### src/rtl/uart_rx_pkt_ctrl_if.sv
// Payload stream from the packet controller to the downstream command FSM.
// The master drives data/valid/last/len; the slave returns ready.
interface uart_rx_pkt_ctrl_if;
    logic [7:0] pkt_data;
    logic       pkt_valid;
    logic       pkt_ready;
    logic       pkt_last;
    logic [3:0] pkt_len;

    modport master (
        output pkt_data,
        output pkt_valid,
        output pkt_last,
        output pkt_len,
        input  pkt_ready
    );

    modport slave (
        input  pkt_data,
        input  pkt_valid,
        input  pkt_last,
        input  pkt_len,
        output pkt_ready
    );
endinterface

### src/rtl/uart_rx_pkt_ctrl.sv
// Frame parser between the UART byte receiver and the command FSM: SYNC, LEN,
// PAYLOAD[LEN], CHK; the payload is buffered and released only after the XOR checksum matches.
//
// state   | meaning
// --------+-------------------------------------------------------------
// IDLE    | controller disabled, receiver gated off
// SYNC    | hunting for the sync byte, all other bytes dropped
// LEN     | waiting for the length byte
// PAYLOAD | storing payload bytes into the buffer
// CHK     | waiting for the checksum byte
// DRAIN   | releasing the buffered payload downstream, receiver gated off
module uart_rx_pkt_ctrl #(
    parameter logic [7:0]  SYNC_BYTE = 8'hA5,
    parameter int unsigned MAX_LEN   = 8,
    parameter int unsigned TIMEOUT   = 32
) (
    input  logic                      uart_clk,
    input  logic                      rst_n,
    input  logic                      enable_i,
    input  logic [7:0]                rx_data_i,
    input  logic                      rx_valid_i,
    output logic                      rx_enable_o,
    uart_rx_pkt_ctrl_if.master        pkt_if,
    output logic                      busy_o,
    output logic                      err_chk_o,
    output logic                      err_len_o,
    output logic                      err_timeout_o,
    output logic [7:0]                pkt_count_o
);

    localparam int unsigned   AW        = (MAX_LEN > 1) ? $clog2(MAX_LEN) : 1;
    localparam int unsigned   TW        = $clog2(TIMEOUT);
    localparam logic [TW-1:0] TMR_LOAD  = TW'(TIMEOUT - 1);
    localparam logic [7:0]    MAX_LEN_B = 8'(MAX_LEN);

    localparam logic [2:0] S_IDLE    = 3'd0;
    localparam logic [2:0] S_SYNC    = 3'd1;
    localparam logic [2:0] S_LEN     = 3'd2;
    localparam logic [2:0] S_PAYLOAD = 3'd3;
    localparam logic [2:0] S_CHK     = 3'd4;
    localparam logic [2:0] S_DRAIN   = 3'd5;

    logic [2:0]    state_q, state_d;
    logic [3:0]    len_q, len_d;
    logic [7:0]    xor_q, xor_d;
    logic [AW-1:0] wptr_q, wptr_d;
    logic [AW-1:0] rptr_q, rptr_d;
    logic [TW-1:0] tmr_q, tmr_d;
    logic [7:0]    cnt_q, cnt_d;
    logic          err_chk_q, err_chk_d;
    logic          err_len_q, err_len_d;
    logic          err_to_q, err_to_d;
    logic [7:0]    mem_q [0:MAX_LEN-1];

    logic          wr_en;
    logic          drain;
    logic          last_beat;
    logic [AW-1:0] last_idx;

    assign last_idx  = AW'(len_q - 4'd1);
    assign drain     = (state_q == S_DRAIN);
    assign last_beat = drain && (rptr_q == last_idx);

    always_comb begin
        state_d   = state_q;
        len_d     = len_q;
        xor_d     = xor_q;
        wptr_d    = wptr_q;
        rptr_d    = rptr_q;
        cnt_d     = cnt_q;
        tmr_d     = TMR_LOAD;
        err_chk_d = 1'b0;
        err_len_d = 1'b0;
        err_to_d  = 1'b0;
        wr_en     = 1'b0;

        case (state_q)
            S_IDLE: begin
                if (enable_i) state_d = S_SYNC;
            end

            S_SYNC: begin
                if (!enable_i) begin
                    state_d = S_IDLE;
                end else if (rx_valid_i && (rx_data_i == SYNC_BYTE)) begin
                    state_d = S_LEN;
                end
            end

            S_LEN, S_PAYLOAD, S_CHK: begin
                // Disable aborts silently; a byte on the terminal-count edge beats the timeout.
                if (!enable_i) begin
                    state_d = S_IDLE;
                end else if (rx_valid_i) begin
                    if (state_q == S_LEN) begin
                        if ((rx_data_i != 8'h00) && (rx_data_i <= MAX_LEN_B)) begin
                            len_d   = rx_data_i[3:0];
                            xor_d   = rx_data_i;
                            wptr_d  = '0;
                            state_d = S_PAYLOAD;
                        end else begin
                            err_len_d = 1'b1;
                            state_d   = S_SYNC;
                        end
                    end else if (state_q == S_PAYLOAD) begin
                        wr_en = 1'b1;
                        xor_d = xor_q ^ rx_data_i;
                        if (wptr_q == last_idx) begin
                            state_d = S_CHK;
                        end else begin
                            wptr_d = wptr_q + 1'b1;
                        end
                    end else begin
                        if (rx_data_i == xor_q) begin
                            rptr_d  = '0;
                            state_d = S_DRAIN;
                        end else begin
                            err_chk_d = 1'b1;
                            state_d   = S_SYNC;
                        end
                    end
                end else if (tmr_q == '0) begin
                    err_to_d = 1'b1;
                    state_d  = S_SYNC;
                end else begin
                    tmr_d = tmr_q - 1'b1;
                end
            end

            S_DRAIN: begin
                // pkt_valid is constant high here, so ready alone completes a beat.
                if (pkt_if.pkt_ready) begin
                    if (last_beat) begin
                        cnt_d   = cnt_q + 8'd1;
                        rptr_d  = '0;
                        state_d = enable_i ? S_SYNC : S_IDLE;
                    end else begin
                        rptr_d = rptr_q + 1'b1;
                    end
                end
            end

            default: state_d = S_IDLE;
        endcase
    end

    always_ff @(posedge uart_clk) begin
        if (!rst_n) begin
            state_q   <= S_IDLE;
            len_q     <= '0;
            xor_q     <= '0;
            wptr_q    <= '0;
            rptr_q    <= '0;
            tmr_q     <= TMR_LOAD;
            cnt_q     <= '0;
            err_chk_q <= 1'b0;
            err_len_q <= 1'b0;
            err_to_q  <= 1'b0;
        end else begin
            state_q   <= state_d;
            len_q     <= len_d;
            xor_q     <= xor_d;
            wptr_q    <= wptr_d;
            rptr_q    <= rptr_d;
            tmr_q     <= tmr_d;
            cnt_q     <= cnt_d;
            err_chk_q <= err_chk_d;
            err_len_q <= err_len_d;
            err_to_q  <= err_to_d;
        end
    end

    // Payload buffer carries no reset; stale contents are masked off outside DRAIN.
    always_ff @(posedge uart_clk) begin
        if (wr_en) mem_q[wptr_q] <= rx_data_i;
    end

    assign rx_enable_o = (state_q == S_SYNC) || (state_q == S_LEN) ||
                         (state_q == S_PAYLOAD) || (state_q == S_CHK);
    assign busy_o      = (state_q == S_LEN) || (state_q == S_PAYLOAD) ||
                         (state_q == S_CHK) || drain;

    assign pkt_if.pkt_valid = drain;
    assign pkt_if.pkt_data  = drain ? mem_q[rptr_q] : 8'h00;
    assign pkt_if.pkt_last  = last_beat;
    assign pkt_if.pkt_len   = drain ? len_q : 4'd0;

    assign err_chk_o     = err_chk_q;
    assign err_len_o     = err_len_q;
    assign err_timeout_o = err_to_q;
    assign pkt_count_o   = cnt_q;

endmodule

### src/flat_wrapper.sv
// flat-port wrapper written by rule: the top's interface ports become plain ports
module uart_rx_pkt_ctrl_flat 
#(
    parameter logic [7:0]  SYNC_BYTE = 8'hA5,
    parameter int unsigned MAX_LEN   = 8,
    parameter int unsigned TIMEOUT   = 32
)
  (uart_clk, rst_n, enable_i, rx_data_i, rx_valid_i, rx_enable_o, busy_o, err_chk_o, err_len_o, err_timeout_o, pkt_count_o, pkt_if_pkt_data, pkt_if_pkt_valid, pkt_if_pkt_last, pkt_if_pkt_len, pkt_if_pkt_ready);
  uart_rx_pkt_ctrl_if pkt_if_i ();
  input  logic uart_clk;
  input  logic rst_n;
  input  logic enable_i;
  input  logic [7:0] rx_data_i;
  input  logic rx_valid_i;
  output logic rx_enable_o;
  output logic busy_o;
  output logic err_chk_o;
  output logic err_len_o;
  output logic err_timeout_o;
  output logic [7:0] pkt_count_o;
  output wire logic [$bits(pkt_if_i.pkt_data)-1:0] pkt_if_pkt_data;
  output wire logic [$bits(pkt_if_i.pkt_valid)-1:0] pkt_if_pkt_valid;
  output wire logic [$bits(pkt_if_i.pkt_last)-1:0] pkt_if_pkt_last;
  output wire logic [$bits(pkt_if_i.pkt_len)-1:0] pkt_if_pkt_len;
  input wire logic [$bits(pkt_if_i.pkt_ready)-1:0] pkt_if_pkt_ready;
  assign pkt_if_pkt_data = pkt_if_i.pkt_data;
  assign pkt_if_pkt_valid = pkt_if_i.pkt_valid;
  assign pkt_if_pkt_last = pkt_if_i.pkt_last;
  assign pkt_if_pkt_len = pkt_if_i.pkt_len;
  assign pkt_if_i.pkt_ready = pkt_if_pkt_ready;
  uart_rx_pkt_ctrl #(.SYNC_BYTE(SYNC_BYTE), .MAX_LEN(MAX_LEN), .TIMEOUT(TIMEOUT)) u_core (.uart_clk(uart_clk), .rst_n(rst_n), .enable_i(enable_i), .rx_data_i(rx_data_i), .rx_valid_i(rx_valid_i), .rx_enable_o(rx_enable_o), .pkt_if(pkt_if_i), .busy_o(busy_o), .err_chk_o(err_chk_o), .err_len_o(err_len_o), .err_timeout_o(err_timeout_o), .pkt_count_o(pkt_count_o));
endmodule
### config.mk
export PLATFORM = sky130hd
export DESIGN_NAME = uart_rx_pkt_ctrl_flat
export DESIGN_NICKNAME = d
export VERILOG_FILES = /design/src/rtl/uart_rx_pkt_ctrl_if.sv /design/src/rtl/uart_rx_pkt_ctrl.sv /design/src/flat_wrapper.sv
export SDC_FILE = /design/constraint.sdc
export NUM_CORES = 1
export LEC_CHECK = 0
export ABC_AREA = 0
export CORE_AREA = 2 2 110 80
export CTS_BUF_LIST = sky130_fd_sc_hd__clkbuf_4 sky130_fd_sc_hd__clkbuf_8
export CTS_CLUSTER_DIAMETER = 40
export CTS_CLUSTER_SIZE = 25
export DETAILED_ROUTE_END_ITERATION = 8
export DIE_AREA = 0 0 112 82
export PLACE_DENSITY = 0.81
export SLEW_MARGIN = 20
export SYNTH_ARGS = -nofsm -noshare
export SYNTH_HDL_FRONTEND = slang
export SYNTH_SLANG_ARGS = --single-unit
### constraint.sdc
create_clock -name uart_clk -period 3.1 [get_ports uart_clk]
set_input_delay 0.465 -clock uart_clk [delete_from_list [all_inputs] [get_ports uart_clk]]
set_output_delay 0.465 -clock uart_clk [all_outputs]
set_load 0.05 [all_outputs]
==> results by group <==
Global route
  – Initial antenna violation count: 0
  – Met3 Track Usage GR: 0.0539
  – Grt ovf: 0
  – Most Used Layer, Global Route: met2
  – Total track usage: 0.228
  – GRT met2 Usage: 0.348
  – Grt met1 use: 0.332
  – Largest net degree at the start of global routing: 39
  – First-pass GRT wire length: 15.8 mm
  – Vias in the first global route: 2971

Clock tree
  – Hold buffers post-CTS: 0
  – Clock sinks: 104
  – CTS Buf Count: 9
  – Clk pin slew, worst setup/hold paths: 100 ps
  – Htree depth: 3
  – Clk root buf: clkbuf_8
  – Number of gates resized after CTS: 0
  – Post-CTS Setup Inserts: 0
  – Worst-Skew Late Latency: around 370 ps
  – Max Root-Sink Buffers: 2
  – CTS tree: yes

Synth
  – Top-count cell post-synth: edfxtp_1
  – Complex-gate fraction of the synthesized area: 0.0599
  – Main combinational cell family by area after synthesis: simple AND/OR/NAND/NOR gates
  – Post-synth EDFFs: 64
  – Post-Synth Simple-Gate Area: 0.162
  – Cells after Synth: between 300 and 400
  – Syn Area/Cell: 12.8 um2
  – Seq/Total Area, Yosys: 0.571
  – Synth top area share: 0.403
  – Synth unique cells: 53
  – Prevailing post-synth register cell: edfxtp_1
  – List of most frequent post-synthesis cells: edfxtp_1, dfxtp_1, nor2_1
  – Largest area contributor in the netlist: edfxtp_1
  – Syn_nets: ~390
  – Seq cells post-synth: 104
  – Synth area leaders: edfxtp_1, dfxtp_1, mux4_2
  – XOR/XNOR Fraction of Synth Area: 0.0515
  – Adder-cell share of the synthesized area: 0.0158
  – Post-synthesis mux area share: 0.109
  – Post-synth ARST share: 0
  – Post-Synthesis Cell Area: 4760 um2
  – Yosys warning count: 0

Worst setup path
  – Cell mode on critical path: buf_4
  – Reg2Reg Launch Point: u_core.state_q[0]$_SDFFE_PN0P_
  – R2r setup slk: between 800 and 900 ps
  – Critical path launch point type: register
  – CP required: 2630 ps
  – CP max stage delay: 720 ps
  – WP data arrival: 2280 ps
  – Critical Path End: pkt_if_pkt_data[0]
  – Critical Path Sink Type: primary output
  – FF-to-FF End: u_core.pkt_count_o[7]$_SDFFE_PN0P_
  – Worst reg2reg path depth: 6
  – Critical path fanouts, max: 9
  – WS Path Type: reg2out
  – Slowest CP cell: dfxtp_1
  – Crit path cell chain: buf_4, mux4_2, mux2i_1, nor2_1, buf_4

STA
  – Worst-margin pin slew: 662 ps
  – Setup violators final: 0
  – Final Cycle Share: 0.886
  – RSZ-0062 raised after global routing: false
  – Max Slew Vio Count: 0
  – Max transition margin: 0.554
  – Fmax: between 0.3 and 0.4 GHz
  – Worst Skew: 7.92 ps
  – Clock period minus worst slack: 2750 ps
  – Final hold violation count: 0
  – Setup TNS: 0 ps

Die
  – Placement Rows: 28
  – Die footprint: 9180 um2
  – Core footprint: about 8200 um2
  – Die W: 112 um
  – Initial Util: 0.581
  – I/O pin total: 40
  – Die height: 82 um

Route
  – Drt first pass iters: 5
  – Antenna Violating Nets Remaining: 0
  – Via Count: 3225
  – Drt total wl: 10.1 mm
  – Routed vias/inst: 6.02
  – Initial DRC count: 245
  – Drt drc: 0
  – WL/cell: between 15 and 20 um

Placed design
  – HPWL Detailed: 7.34 mm
  – Port Buffers: 39
  – Gp weighted congestion: 0.890

Final layout
  – Final #Nets: roughly 450
  – Area Overhead vs Synth: 17.0%
  – Layout cell share with drive strength beyond 1: 0.197
  – Sequential standard cell area: 2720 um2
  – Ant diodes: 0
  – Area of the multi-input gates: ~1900 um2
  – Layout Utilization: 0.680
  – Fill count: 604

Pwr
  – Leakage power: 1.97 nW
  – Power Density: 453 nW/um2
  – Peak VDD IR: between 0.2 and 0.3 mV

Worst hold path
  – Worst Hold Class: reg2reg

Status
  – Status: finished, final reports clean

Run
  – Max Cap Viol: 0
[cell type report]
type / instances / area share
clock inverter: 6 / 0.00921
inverter: 9 / 0.00606
tap: 105 / 0.0236
multi-input combinational: 235 / 0.341
sequential: 104 / 0.489
clock buffer: 10 / 0.0236
timing repair buffer: 67 / 0.108
[through the flow]
| step | total power, mW | area (um2) | hold WS [ps] | instances | setup WS (ps) |
|---|---|---|---|---|---|
| finish | 2.52 | 5570 | 421 | 536 | 352 |
| global route | 2.60 | 5570 | 454 | 536 | 234 |
| CTS | 2.52 | 5570 | 420 | 536 | 327 |
| detailed placement | 1.75 | 5390 | 396 | 520 | 398 |
| global placement | 1.74 | 5390 | 384 | 520 | 452 |
| floorplan | 1.66 | 4760 | 371 | 373 | 159 |
[routing by layer]
metal  routed length, um  share of wire  vias to the layer above
li1                    -              -                     1504
met1                4650           0.46                     1587
met2                4700           0.46                      123
met3                 652          0.064                       11
met4                 111          0.011                        0
met5                   0              0                        -
[sequential cells by signal (all words and copies together), names as in the netlist, 3 cells and up, named ones only]
signal / flops
u_core.xor_q: 8
u_core.mem_q: 64
u_core.tmr_q: 5
u_core.state_q: 3
u_core.len_q: 4
u_core.pkt_count_o: 8
u_core.rptr_q: 3
u_core.wptr_q: 3
[worst min path at each step]
stage / from / endpoint / slack (ps) / cells past startpoint
3_3_place_gp: u_core.tmr_q[0]$_SDFF_PP1_ / u_core.tmr_q[0]$_SDFF_PP1_ / 380 / 1
3_5_place_dp: u_core.tmr_q[0]$_SDFF_PP1_ / u_core.tmr_q[0]$_SDFF_PP1_ / 400 / 1
6_report: u_core.tmr_q[0]$_SDFF_PP1_ / u_core.tmr_q[0]$_SDFF_PP1_ / 420 / 1
2_1_floorplan: u_core.tmr_q[0]$_SDFF_PP1_ / u_core.tmr_q[0]$_SDFF_PP1_ / 370 / 1
4_1_cts: u_core.tmr_q[0]$_SDFF_PP1_ / u_core.tmr_q[0]$_SDFF_PP1_ / 420 / 1
5_1_grt: u_core.tmr_q[0]$_SDFF_PP1_ / u_core.tmr_q[0]$_SDFF_PP1_ / 450 / 1
[power breakdown]
part	switching (mW)	total, mW	internal, mW
Clock	0.486	0.800	0.314
Sequential	0.0240	1.50	1.47
Combinational	0.144	0.226	0.0828
Total	0.654	2.52	1.87
[layout by cell type (no fill, tap or decap), drive strengths merged, types with 11 or more instances in the layout]
cell type      instances
nand3                 13
nand4                 13
inv                   11
xnor2                 18
nand2                 20
clkdlybuf4s50         25
buf                   42
mux2i                 16
mux4                  16
nor2                  22
edfxtp                64
dfxtp                 40
nor2b                 14
[critical path, delay by kind of cell, from the launching register on]
kind	cells	cell delay (ps)
buf+inv	2	460
flops	1	720
mux	2	670
simple gates	1	60
[logic make-up (layout without fill, tap and decap cells)]
logic type,after synthesis,count (layout)
fa+ha+maj,6,6
mux,32,32
xor+xnor,24,24
simple gates,133,133
compound gates,40,40
buf+inv,34,92
flops,104,104
(Power assumes the default switching activity.)
==> RTL change: new RTL, same flow settings <==
Reset style: asynchronous (`rst_n`), changed in one clocked block.
--- a/src/rtl/uart_rx_pkt_ctrl.sv
+++ b/src/rtl/uart_rx_pkt_ctrl.sv
@@ -145,5 +145,5 @@
     end
 
-    always_ff @(posedge uart_clk) begin
+    always_ff @(posedge uart_clk or negedge rst_n) begin
         if (!rst_n) begin
             state_q   <= S_IDLE;
Function: differs if rst_n is asserted again (counterexample within 4 cycles, from zero or initial values and one cycle with rst_n low); with rst_n held inactive, the same outputs for 10 cycles.
==> RTL change against the unedited design <==
Cell count decreased by 3.4%. Core utilization increased by 0.092 points. Worst setup slack worse by 0.13 ns. Area after synthesis increased by 0.58%. Wire length down 1.6%. First-iteration DRC count is 1.6% higher. Sequential cell count down 3. Sequential share of layout area increased by 2.3 points. Cell area grew 0.13%. Critical path type unchanged. Highest routed layer unchanged.
Power is not compared: it rests on default switching activity, and its combinational part moved more than twofold at a synthesized area within 25%.
==> RTL change: results (changes against the unedited design) <==
The layout cell share with drive strength beyond 1 is 21.55% (+1.8 points). The post-placement setup slack came out at 0.3957 ns (-0.001882 ns). In the post-synthesis netlist, the biggest area contributors are sky130_fd_sc_hd__edfxtp_1 40%, sky130_fd_sc_hd__dfrtp_1 17%, sky130_fd_sc_hd__mux4_2 7.5%, sky130_fd_sc_hd__dfstp_2 2.7%, sky130_fd_sc_hd__mux2i_1 2.3%. The last weighted congestion value of the routability-driven placer is 0.8579 (-3.6%). The number of global-route vias before repair is 2906 (-2.2%).

The number of cells in the design after placement came to 502 (-3.5%). The global-route wire length before repair is 15.64 mm (-1.1%). The net count after synthesis is 369 (-5.9%). The reg2reg setup slack is 0.77 ns (-0.05 ns). The run finished with clean final reports. The overall track demand over capacity in global routing came out at 22.96% (+0.13 points). The number of distinct library cell variants in the gate-level netlist after synthesis is 57 (+7.5%).

The proportion of register bits with asynchronous set or reset after synthesis is 36.63% (+37 points). The final routed wirelength across all metal layers is 9.950 mm (-1.6%). The portion of the post-synthesis area used by sequential elements came out at 59.56% (+2.4 points). The maximum cell stage delay along the critical path came out at 0.82 ns (+0.10 ns). In this run the critical register-to-register path is launched from u_core.len_q[0]$_DFFE_PN0P_.

After synthesis, the most frequently instantiated cells are 64 x sky130_fd_sc_hd__edfxtp_1, 32 x sky130_fd_sc_hd__dfrtp_1, 24 x sky130_fd_sc_hd__nor2_1, 19 x sky130_fd_sc_hd__a21oi_1, 19 x sky130_fd_sc_hd__nand2_1. The min-delay analysis places its worst path in the category input port to async pin. The final clock skew came to 0.01286 ns (+0.004941 ns). The slowest stage of the critical path is the sky130_fd_sc_hd__clkdlybuf4s50_1 cell. The layout net count came to 428 (-3.8%). The via total after detailed routing is 3097 (-4.0%). The depth of the worst register-to-register path is 7 (+1). The violation count after the first detailed-route iteration came out at 249 (+1.6%).
==> RTL change: changes by cell type after synthesis, sizes merged, moves of 8 or more <==
cell,before,now
clkbuf,15,6
xnor2,18,10
nor2b,14,2
dfrtp,0,32
dfxtp,40,0
a21oi,5,20
nand4,13,4
==> RTL change: through the flow <==
step / total power [uW] / hold slack [ns] / instance area [um2]
after floorplan: 2323 / 0.1694 / 4792
after global placement: 2539 / 0.4380 / 5398
after detailed placement: 2574 / 0.4519 / 5398
after CTS: 3348 / 0.2066 / 5580
after global routing: 3496 / 0.2529 / 5580
final: 3332 / 0.1986 / 5580
==> RTL change: final cells by class <==
cell class                 instances  area [um2]
tap                              105       131.4
multi-input combinational        217        1789
inverter                          14       52.55
fill                             582        2618
sequential                       101        2854
clock inverter                     7       58.81
clock buffer                       9       123.9
timing repair buffer              65       570.5
==> RTL change: worst max-delay path: cells and delay by family, from the launching register on <==
family | cells | cell delay, ns
buffers and inverters | 2 | 0.99
and+or+nand+nor | 2 | 0.52
DFF | 1 | 0.53
==> RTL change: layer usage <==
layer | up-vias | track usage, % | share of wire (%)
met4 | 0 | 7.683 | 1.7
met2 | 129 | 36.67 | 46
met1 | 1529 | 32.11 | 45
met5 | - | 0 | 0
li1 | 1420 | - | -
met3 | 19 | 4.945 | 6.5
==> RTL change: worst max path at each step <==
| stage | startpoint | to | slack (ns) | cells after the start |
|---|---|---|---|---|
| 2_1_floorplan | u_core.rptr_q[1]$_DFFE_PN0P_ | pkt_if_pkt_data[6] | 0.81 | 5 |
| 3_3_place_gp | rx_data_i[7] | u_core.state_q[2]$_DFFE_PN0P_ | 0.49 | 6 |
| 3_5_place_dp | rx_data_i[7] | u_core.state_q[2]$_DFFE_PN0P_ | 0.40 | 6 |
| 4_1_cts | u_core.state_q[1]$_DFFE_PN0P_ | pkt_if_pkt_valid | 0.22 | 4 |
| 5_1_grt | u_core.state_q[1]$_DFFE_PN0P_ | pkt_if_pkt_valid | 0.14 | 4 |
| 6_report | u_core.state_q[1]$_DFFE_PN0P_ | pkt_if_pkt_valid | 0.22 | 4 |
==> RTL change: cell families (layout without fill, tap and decap cells) <==
family	after synthesis	in the layout	synth area share, %
xor gates and xnor gates	23	23	4.830
buffers and inverters	31	95	3.107
DFF	101	101	59.56
adders and majority gates	7	7	1.828
AOI/OAI and AO/OA	46	46	6.292
muxes	34	34	11.62
and+or+nand+nor	107	107	12.77
==> RTL change: power by group <==
| group | internal [uW] | switching, uW |
|---|---|---|
| Sequential | 1540 | 148 |
| Clock | 302 | 474 |
| Combinational | 390 | 481 |
| Total | 2230 | 1100 |
